**src/rtl/v_line_sw.sv**
```systemverilog
// Vertical-line pad switch: muxes NMACROS stacked macros onto one pad column under Wishbone control.
// Optional CTRL lock bit is compiled in when V_LINE_SW_LOCK_EN is defined.
module v_line_sw #(
   parameter int          NMACROS   = 3,
   parameter int          EW_W      = 14,
   parameter int          SEL_W     = 3,
   parameter logic [31:0] BASE_ADR  = 32'h3000_0000,
   parameter int          BLANK_CYC = 4
) (
   input  logic                    wb_clk_i,
   input  logic                    wb_rst_i,
   input  logic                    wbs_stb_i,
   input  logic                    wbs_cyc_i,
   input  logic                    wbs_we_i,
   input  logic [3:0]              wbs_sel_i,
   input  logic [31:0]             wbs_adr_i,
   input  logic [31:0]             wbs_dat_i,
   output logic                    wbs_ack_o,
   output logic [31:0]             wbs_dat_o,
   input  logic [NMACROS*EW_W-1:0] west_o,
   input  logic [NMACROS*EW_W-1:0] west_oe,
   input  logic [NMACROS*EW_W-1:0] east_o,
   input  logic [NMACROS*EW_W-1:0] east_oe,
   output logic [EW_W-1:0]         west_o_selected,
   output logic [EW_W-1:0]         west_oe_selected,
   output logic [EW_W-1:0]         east_o_selected,
   output logic [EW_W-1:0]         east_oe_selected,
   input  logic [EW_W-1:0]         west_i,
   input  logic [EW_W-1:0]         east_i,
   output logic [NMACROS*EW_W-1:0] west_i_buf,
   output logic [NMACROS*EW_W-1:0] east_i_buf
);

   localparam int              CNT_W    = (BLANK_CYC > 1) ? $clog2(BLANK_CYC) : 1;
   localparam logic [CNT_W-1:0] CNT_LOAD = CNT_W'(BLANK_CYC - 1);
   localparam logic [SEL_W:0]  NMAC     = (SEL_W + 1)'(NMACROS);
   localparam logic [31:0]     STAT_ADR = BASE_ADR + 32'd4;

   typedef enum logic [1:0] {
      S_OFF,
      S_BLANK,
      S_ACTIVE
   } state_t;

   state_t            state, state_nxt;
   logic [CNT_W-1:0]  cnt, cnt_nxt;
   logic [SEL_W-1:0]  pend_sel, nxt_pend_sel, act_sel;
   logic              pend_en, nxt_pend_en, act_en;
   logic              err, lock;
   logic              adr_ctrl, adr_stat, req;
   logic              ctrl_wr, stat_wr, rd;
   logic              ctrl_apply, sel_bad, cfg_change, act_load;
   logic              err_set, err_clr;
   logic [31:0]       rd_data;
   logic [EW_W-1:0]   mux_w, mux_woe, mux_e, mux_eoe;
   logic              unused_wb;

   assign unused_wb = ^{wbs_sel_i, wbs_dat_i};

   assign west_i_buf = {NMACROS{west_i}};
   assign east_i_buf = {NMACROS{east_i}};

   // Gating req with ack guarantees at least one idle cycle between acks.
   assign adr_ctrl = (wbs_adr_i == BASE_ADR);
   assign adr_stat = (wbs_adr_i == STAT_ADR);
   assign req      = wbs_stb_i & wbs_cyc_i & (adr_ctrl | adr_stat) & ~wbs_ack_o;
   assign ctrl_wr  = req & wbs_we_i & adr_ctrl;
   assign stat_wr  = req & wbs_we_i & adr_stat;
   assign rd       = req & ~wbs_we_i;

`ifdef V_LINE_SW_LOCK_EN
   always_ff @(posedge wb_clk_i or posedge wb_rst_i) begin
      if (wb_rst_i)
         lock <= 1'b0;
      else if (ctrl_wr && wbs_sel_i[3] && wbs_dat_i[30])
         lock <= 1'b1;
   end
`else
   assign lock = 1'b0;
`endif

   // The write that sets lock still sees lock=0 here, so its fields apply.
   always_comb begin
      ctrl_apply   = ctrl_wr & ~lock;
      sel_bad      = ctrl_apply & wbs_sel_i[0] & ({1'b0, wbs_dat_i[SEL_W-1:0]} >= NMAC);
      nxt_pend_sel = pend_sel;
      nxt_pend_en  = pend_en;
      if (ctrl_apply && wbs_sel_i[0] && !sel_bad)
         nxt_pend_sel = wbs_dat_i[SEL_W-1:0];
      if (ctrl_apply && wbs_sel_i[3])
         nxt_pend_en = wbs_dat_i[31];
      cfg_change = ctrl_apply & ({nxt_pend_en, nxt_pend_sel} != {act_en, act_sel});
      err_set    = sel_bad | (ctrl_wr & lock);
      err_clr    = stat_wr & wbs_sel_i[1] & wbs_dat_i[9];
   end

   always_ff @(posedge wb_clk_i or posedge wb_rst_i) begin
      if (wb_rst_i) begin
         pend_sel <= '0;
         pend_en  <= 1'b0;
         err      <= 1'b0;
      end else begin
         pend_sel <= nxt_pend_sel;
         pend_en  <= nxt_pend_en;
         if (err_set)
            err <= 1'b1;
         else if (err_clr)
            err <= 1'b0;
      end
   end

   always_comb begin
      state_nxt = state;
      cnt_nxt   = cnt;
      act_load  = 1'b0;
      if (cfg_change) begin
         state_nxt = S_BLANK;
         cnt_nxt   = CNT_LOAD;
      end else if (state == S_BLANK) begin
         if (cnt == '0) begin
            act_load  = 1'b1;
            state_nxt = nxt_pend_en ? S_ACTIVE : S_OFF;
         end else begin
            cnt_nxt = cnt - 1'b1;
         end
      end
   end

   always_ff @(posedge wb_clk_i or posedge wb_rst_i) begin
      if (wb_rst_i) begin
         state   <= S_OFF;
         cnt     <= '0;
         act_sel <= '0;
         act_en  <= 1'b0;
      end else begin
         state <= state_nxt;
         cnt   <= cnt_nxt;
         if (act_load) begin
            act_sel <= nxt_pend_sel;
            act_en  <= nxt_pend_en;
         end
      end
   end

   always_comb begin
      mux_w   = '0;
      mux_woe = '0;
      mux_e   = '0;
      mux_eoe = '0;
      for (int unsigned k = 0; k < NMACROS; k++) begin
         if (act_sel == SEL_W'(k)) begin
            mux_w   = west_o [k*EW_W +: EW_W];
            mux_woe = west_oe[k*EW_W +: EW_W];
            mux_e   = east_o [k*EW_W +: EW_W];
            mux_eoe = east_oe[k*EW_W +: EW_W];
         end
      end
   end

   always_ff @(posedge wb_clk_i or posedge wb_rst_i) begin
      if (wb_rst_i) begin
         west_o_selected  <= '0;
         west_oe_selected <= '0;
         east_o_selected  <= '0;
         east_oe_selected <= '0;
      end else if (state == S_ACTIVE) begin
         west_o_selected  <= mux_w;
         west_oe_selected <= mux_woe;
         east_o_selected  <= mux_e;
         east_oe_selected <= mux_eoe;
      end else begin
         west_o_selected  <= '0;
         west_oe_selected <= '0;
         east_o_selected  <= '0;
         east_oe_selected <= '0;
      end
   end

   always_comb begin
      rd_data = '0;
      if (adr_ctrl) begin
         rd_data[SEL_W-1:0] = pend_sel;
         rd_data[30]        = lock;
         rd_data[31]        = pend_en;
      end else begin
         rd_data[SEL_W-1:0] = act_sel;
         rd_data[8]         = (state == S_BLANK);
         rd_data[9]         = err;
         rd_data[10]        = lock;
      end
   end

   always_ff @(posedge wb_clk_i or posedge wb_rst_i) begin
      if (wb_rst_i) begin
         wbs_ack_o <= 1'b0;
         wbs_dat_o <= '0;
      end else begin
         wbs_ack_o <= req;
         wbs_dat_o <= rd ? rd_data : '0;
      end
   end

endmodule

```
**config.mk**
```make
export PLATFORM = sky130hd
export DESIGN_NAME = v_line_sw
export DESIGN_NICKNAME = d
export VERILOG_FILES = /design/src/rtl/v_line_sw.sv
export SDC_FILE = /design/constraint.sdc
export NUM_CORES = 1
export LEC_CHECK = 0
export CORE_AREA = 2 2 172 174
export CTS_CLUSTER_SIZE = 25
export DETAILED_ROUTE_END_ITERATION = 6
export DIE_AREA = 0 0 174 176
export GPL_TIMING_DRIVEN = 0
export PLACE_DENSITY_LB_ADDON = 0.05
export RECOVER_POWER = 50
export SYNTH_ARGS = -nofsm -noshare
export SYNTH_HDL_FRONTEND = slang
export SYNTH_SLANG_ARGS = --single-unit
```
**constraint.sdc**
```tcl
create_clock -name wb_clk_i -period 4.95 [get_ports wb_clk_i]
set_clock_uncertainty 0.05 [all_clocks]
set_input_delay 0.99 -clock wb_clk_i [delete_from_list [all_inputs] [get_ports wb_clk_i]]
set_output_delay 0.99 -clock wb_clk_i [all_outputs]
set_load 0.01 [all_outputs]
```
==> results.toml <==
[clocking]
cts_inserted_buffers = 9
root_buffer = "clkbuf_16"
clk_latency_ps = 340
tritoncts = "done"
postCtsHoldBufs = 0
cts-htree-levels = 3
clockBufferDepth = 2
clock-sinks = 76
clkSlewWorstSetupHoldPaths_ps = 60
cts_resized = 0
cts_setup_buffers = 0

[global_route]
grt_pass1_vias = 5620
grt_pass1_wl_um = 32300
grt_max_degree = 48
antenna_found_initial = 4
overflow = 0
grt_util_all_layers_pct = 13.9

[synthesis]
synth_flop_cell = "dfrtp_1"
synth.area.top_cells = "dfrtp_1 40%, buf_4 17%, o221ai_1 10%, nand2b_1 7.6%, a21oi_1 6.2%"
yosys_warnings = 0
synth-compound-area-share_pct = 19.2
synth_top_family_by_area = "buffers and inverters"
avgSynthCellArea_um2 = 9.59
synth-simple-area-share_pct = 16.2
synthXorXnorAreaFrac_pct = 0.921
yosysMostFrequentCell = "buf_4"
synth_edf_count = 0
ys_seq_area_share_pct = 40.0
synth_adder_area_share_pct = 0.263
synth_largest_area_cell = "dfrtp_1"
muxShareOfSynthArea_pct = 2.60
yosysTopAreaCellShare_pct = 40.0
synthCells = 496
synth_common_cells = "110 x buf_4, 76 x dfrtp_1, 59 x a21oi_1"
syn_area_mm2 = 0.00476
ys_ff_latch = 76
ys_types = 46
async_reset_ff_share_pct = 100

[critical_path]
end_kind = "register"
critPathLaunchType = "input pin"
rr_worst_depth = 8
rrSetupSlack_ps = 2470
critPathKind = "input pin to register"
crit_end = "act_sel[0]"
path_max_fanout = 7
reg2reg_from = "act_sel[1]"
worstPathRequired_ps = 5120
cp_data_arrival_time_ps = 3670
startpoint = "wbs_adr_i[18]"
r2r-end = "act_sel[0]"

[sta]
rsz0062_at_grt = "false"
fin_ws_ps = 1450
fin_crit_sh_pct = 70.7
drv_slew = 0
tightest_slew_ps = 1480
clock.fmax_mhz = 286
setup_viol = 0
fin_crit_ps = 3500
tns_ps = 0
hold_viol_final = 0
relSlewSlack_pct = 0.936

[drt]
drc = 0
vias_per_cell = 3.99
dr_total_vias = 5117
wire_per_inst_um = 17.1
first_iter_violations = 175
wl_um = 21900
ant_nets = 0
drt_pass1_iterations = 4

[die]
rows = 62
fp.dieW_um = 174
io_pins = 442
die_area_mm2 = 0.0306
core-area_mm2 = 0.0285
initial_core_util_pct = 16.7
dieHeight_um = 176

[outcome]
failed_checks = "capacitance limit"
run_status = "finished, violations left"

[place]
routabilityCongestion = 0.806
hpwl_um = 17900
pre_cts_slack_ps = 1100
port_buffers = 359

[layout]
final_nets = 1162
layout-drive-gt1-share_pct = 17.1
area_delta_synth_final_pct = 94.3

[flow_run]
maxCapViolations = 1

[pwr]
p_leak_nw = 4.10
ir_drop_mv = 0.147
powerDensity_mw_per_mm2 = 185

[worst_hold_path]
min_path_type = "register to register"
## cell usage in the layout (no fill, tap or decap), types with 8 or more instances in the layout
| cell | synthesis | final |
|---|---|---|
| nand2b_1 | 58 | 58 |
| a21oi_1 | 59 | 59 |
| clkdlybuf4s50_1 | 0 | 301 |
| clkbuf_1 | 30 | 31 |
| o221ai_1 | 56 | 56 |
| nor2_1 | 10 | 10 |
| dfrtp_1 | 76 | 76 |
| dlygate4sd3_1 | 0 | 58 |
| clkbuf_16 | 0 | 9 |
| nor4_1 | 8 | 8 |
| buf_4 | 110 | 110 |
| conb_1 | 1 | 26 |
| nand2_1 | 12 | 12 |
## worst min path at each step
stage | start | end | slack (ps) | cells after the start
final | err | err | 440 | 2
after global routing | err | err | 460 | 2
after CTS | err | err | 440 | 2
after detailed placement | err | err | 420 | 2
after global placement | err | err | 420 | 2
after floorplan | err | err | 400 | 2
## critical path: stages
cell	delay [ps]
clkdlybuf4s50_1	450
nor4_2	290
nand4_1	220
or3_1	370
buf_6	150
a211oi_2	200
nand4_2	170
a311oi_4	500
mux2_4	340
## layer usage
layer / GRT usage [%] / up-vias / share of wire [%]
li1: - / 2440 / -
met1: 14.4 / 2403 / 36
met2: 26.3 / 245 / 54
met3: 4.46 / 25 / 7.5
met4: 4.55 / 4 / 2.0
met5: 0 / - / 0.096
## sequential cells by signal, summed over array words and instances (netlist names)
| signal | count |
|---|---|
| act_en | 1 |
| pend_sel | 3 |
| west_oe_selected | 14 |
| wbs_ack_o | 1 |
| pend_en | 1 |
| err | 1 |
| west_o_selected | 14 |
| east_oe_selected | 14 |
| east_o_selected | 14 |
| act_sel | 3 |
| state | 2 |
| cnt | 2 |
| wbs_dat_o | 6 |
## area by class of cell
cell class / count / area, µm²
Tap cell: 384 / 480
Inverter: 8 / 31.3
Timing Repair Buffer: 360 / 3600
Sequential cell: 76 / 1900
Buffer: 143 / 957
Fill cell: 3020 / 19300
Clock buffer: 10 / 229
Clock inverter: 5 / 77.6
Multi-Input combinational cell: 294 / 1960
Antenna cell: 1 / 2.50
## power by group
group | total [mW] | switching, mW | internal (mW) | leakage [nW]
registers | 0.621 | 0.0000000000199 | 0.621 | 1.05
logic | 0.377 | 0.108 | 0.268 | 2.90
clock network | 0.713 | 0.275 | 0.438 | 0.148
## through the flow
step                      hold WS [ps]  std cells  area, µm²  util, %  power [mW]
final                              440       1281       9240     32.4        1.71
after CTS                          438       1280       9260     32.4        1.75
after detailed placement           425       1265       8950     31.4        1.01
after global routing               460       1281       9240     32.4        1.80
after global placement             421       1264       8920     31.3        1.01
after floorplan                    404        521       4850        -       0.755
## logic make-up after synthesis
group / count (synthesis)
compound gates: 131
xor+xnor: 5
fa+ha+maj: 1
buf+inv: 151
flops: 76
mux: 10
other cells: 1
simple gates: 121
Power figures use the tool's default switching activity.
==> RTL edit (same flow settings) <==
`wbs_dat_o` no longer has a reset.
--- a/src/rtl/v_line_sw.sv
+++ b/src/rtl/v_line_sw.sv
@@ -193,11 +193,13 @@
    always_ff @(posedge wb_clk_i or posedge wb_rst_i) begin
       if (wb_rst_i) begin
          wbs_ack_o <= 1'b0;
-         wbs_dat_o <= '0;
       end else begin
          wbs_ack_o <= req;
-         wbs_dat_o <= rd ? rd_data : '0;
-      end
+      end
+   end
+
+   always_ff @(posedge wb_clk_i) begin
+      wbs_dat_o <= rd ? rd_data : '0;
    end
 
 endmodule
Function: differs if wb_rst_i is asserted again (counterexample within 4 cycles, from zero or initial values and one cycle with wb_rst_i high); with wb_rst_i held inactive, the same outputs for 10 cycles.
==> RTL edit against the original RTL <==
The run ends with capacitance limit, slew limit left; worst hold slack gained 0.016 ns; count of clock-buffer cells in the layout increased by 2; global-route usage is essentially flat; via count shrank 4.3%; worst setup slack worse by 0.068 ns; synthesized area decreased by 4.8%; combinational power shrank 1%; design area down 2.2%; total power decreased by 1.4%; wire length fell by 0.82%; clock power fell by 3%; sequential cell count did not move; utilization is 0.73 points lower; critical endpoint unchanged; largest cell class unchanged.
==> RTL edit: results (changes against the original RTL) <==
Synth
  • Most frequent cells after synthesis: buf_4 (110), dfrtp_1 (70), a21oi_1 (59) (was buf_4 (110), dfrtp_1 (76), a21oi_1 (59))
  • Area contributors post-synth: dfrtp_1 (39%), buf_4 (18%), o221ai_1 (11%) (was dfrtp_1 (40%), buf_4 (17%), o221ai_1 (10%))
  • Sequential fraction of the synthesis area: 0.413 (was 0.400)

Place
  • Placed inst area: 8730 µm² (was 8950 µm²)
  • Post-place setup slack: 0.970 ns (was 1.10 ns)
  • Routability cong.: 0.826 (was 0.806)

Critical path
  • Arrival @ worst endpoint: 3.74 ns (was 3.67 ns)
  • Reg2Reg Depth: 5 (was 8)
  • Max incr delay on CP: 0.57 ns (was 0.50 ns)

Status
  • Status: finished with violations (unchanged)
  • Failing checks: capacitance limit, slew limit (was capacitance limit)

Route
  • Vias/cell: 3.92 (was 3.99)
  • Via count: 4898 (was 5117)
  • M1 WL: 7950 µm (about the same)
  • Routed length on met2: 11500 µm (was 11800 µm)
  • Iteration-0 DRC Markers: 163 (was 175)

Global routing
  • Met3 usage: 0.0502 (was 0.0446)
  • Total GRT Usage: 0.138 (was 0.139)
  • Initial antenna violation count: 2 (was 4)

Layout
  • # nets final: 1130 (was 1162)
  • Filler Cell Count: 2962 (was 3020)

Job
  • Max-cap viol count: 1 (unchanged)

Timing
  • Slew Viols, Final: 29 (was 0)

Hold path
  • Hold Startpoint: cnt[1] (was err)
  • Hold path endpoint: cnt[1] (was err)

Power
  • LEAKAGE: 0.00400 µW (was 0.00410 µW)
  • Worst vdd ir: 0.141 mV (was 0.147 mV)
==> RTL edit: changes by cell type after synthesis, sizes merged, moves of 5 or more <==
cell   before  now
o21ai       7    2
nor4       13    8
dfxtp       0    6
nand2      12    6
nor2       10    5
dfrtp      76   70
==> RTL edit: cell families (layout without fill, tap and decap cells) <==
group           count (synthesis)  after routing  share of synthesized area
mux                             9              9                     0.0260
simple gates                   98             98                      0.140
compound gates                126            126                      0.195
fa+ha+maj                       1              1                    0.00276
xor+xnor                        4              4                    0.00774
other cells                     1             27                   0.000828
flops                          76             76                      0.413
buf+inv                       149            525                      0.215
==> RTL edit: final cells by class <==
cell class / count / area, µm² / area share
antenna: 1 / 2.50 / 0.000277
buffer: 141 / 942 / 0.104
clock buffer: 12 / 256 / 0.0284
clock inverter: 4 / 47.5 / 0.00526
inverter: 8 / 31.3 / 0.00346
multi-input combinational: 264 / 1780 / 0.197
sequential: 76 / 1870 / 0.207
tap: 384 / 480 / 0.0532
timing repair buffer: 360 / 3620 / 0.401
==> RTL edit: worst max path at each step <==
stage / depth (start not counted) / slack [ns] / from / endpoint
6_report: 8 / 1.38 / wbs_adr_i[17] / act_sel[0]
5_1_grt: 8 / 1.10 / wbs_adr_i[18] / act_sel[2]
4_1_cts: 8 / 1.34 / wbs_adr_i[17] / act_sel[0]
3_5_place_dp: 8 / 0.97 / wbs_adr_i[17] / act_sel[0]
3_3_place_gp: 2 / 0.51 / wb_rst_i / err
2_1_floorplan: 7 / 1.81 / wbs_adr_i[5] / act_sel[0]
==> RTL edit: power by group through the flow <==
stage | clock (µW) | sequential, µW | combinational, µW
after global placement | 0 | 632 | 370
after global routing | 751 | 620 | 397
final | 694 | 620 | 373
after detailed placement | 0 | 632 | 374
after floorplan | 0 | 632 | 117
after CTS | 726 | 620 | 376
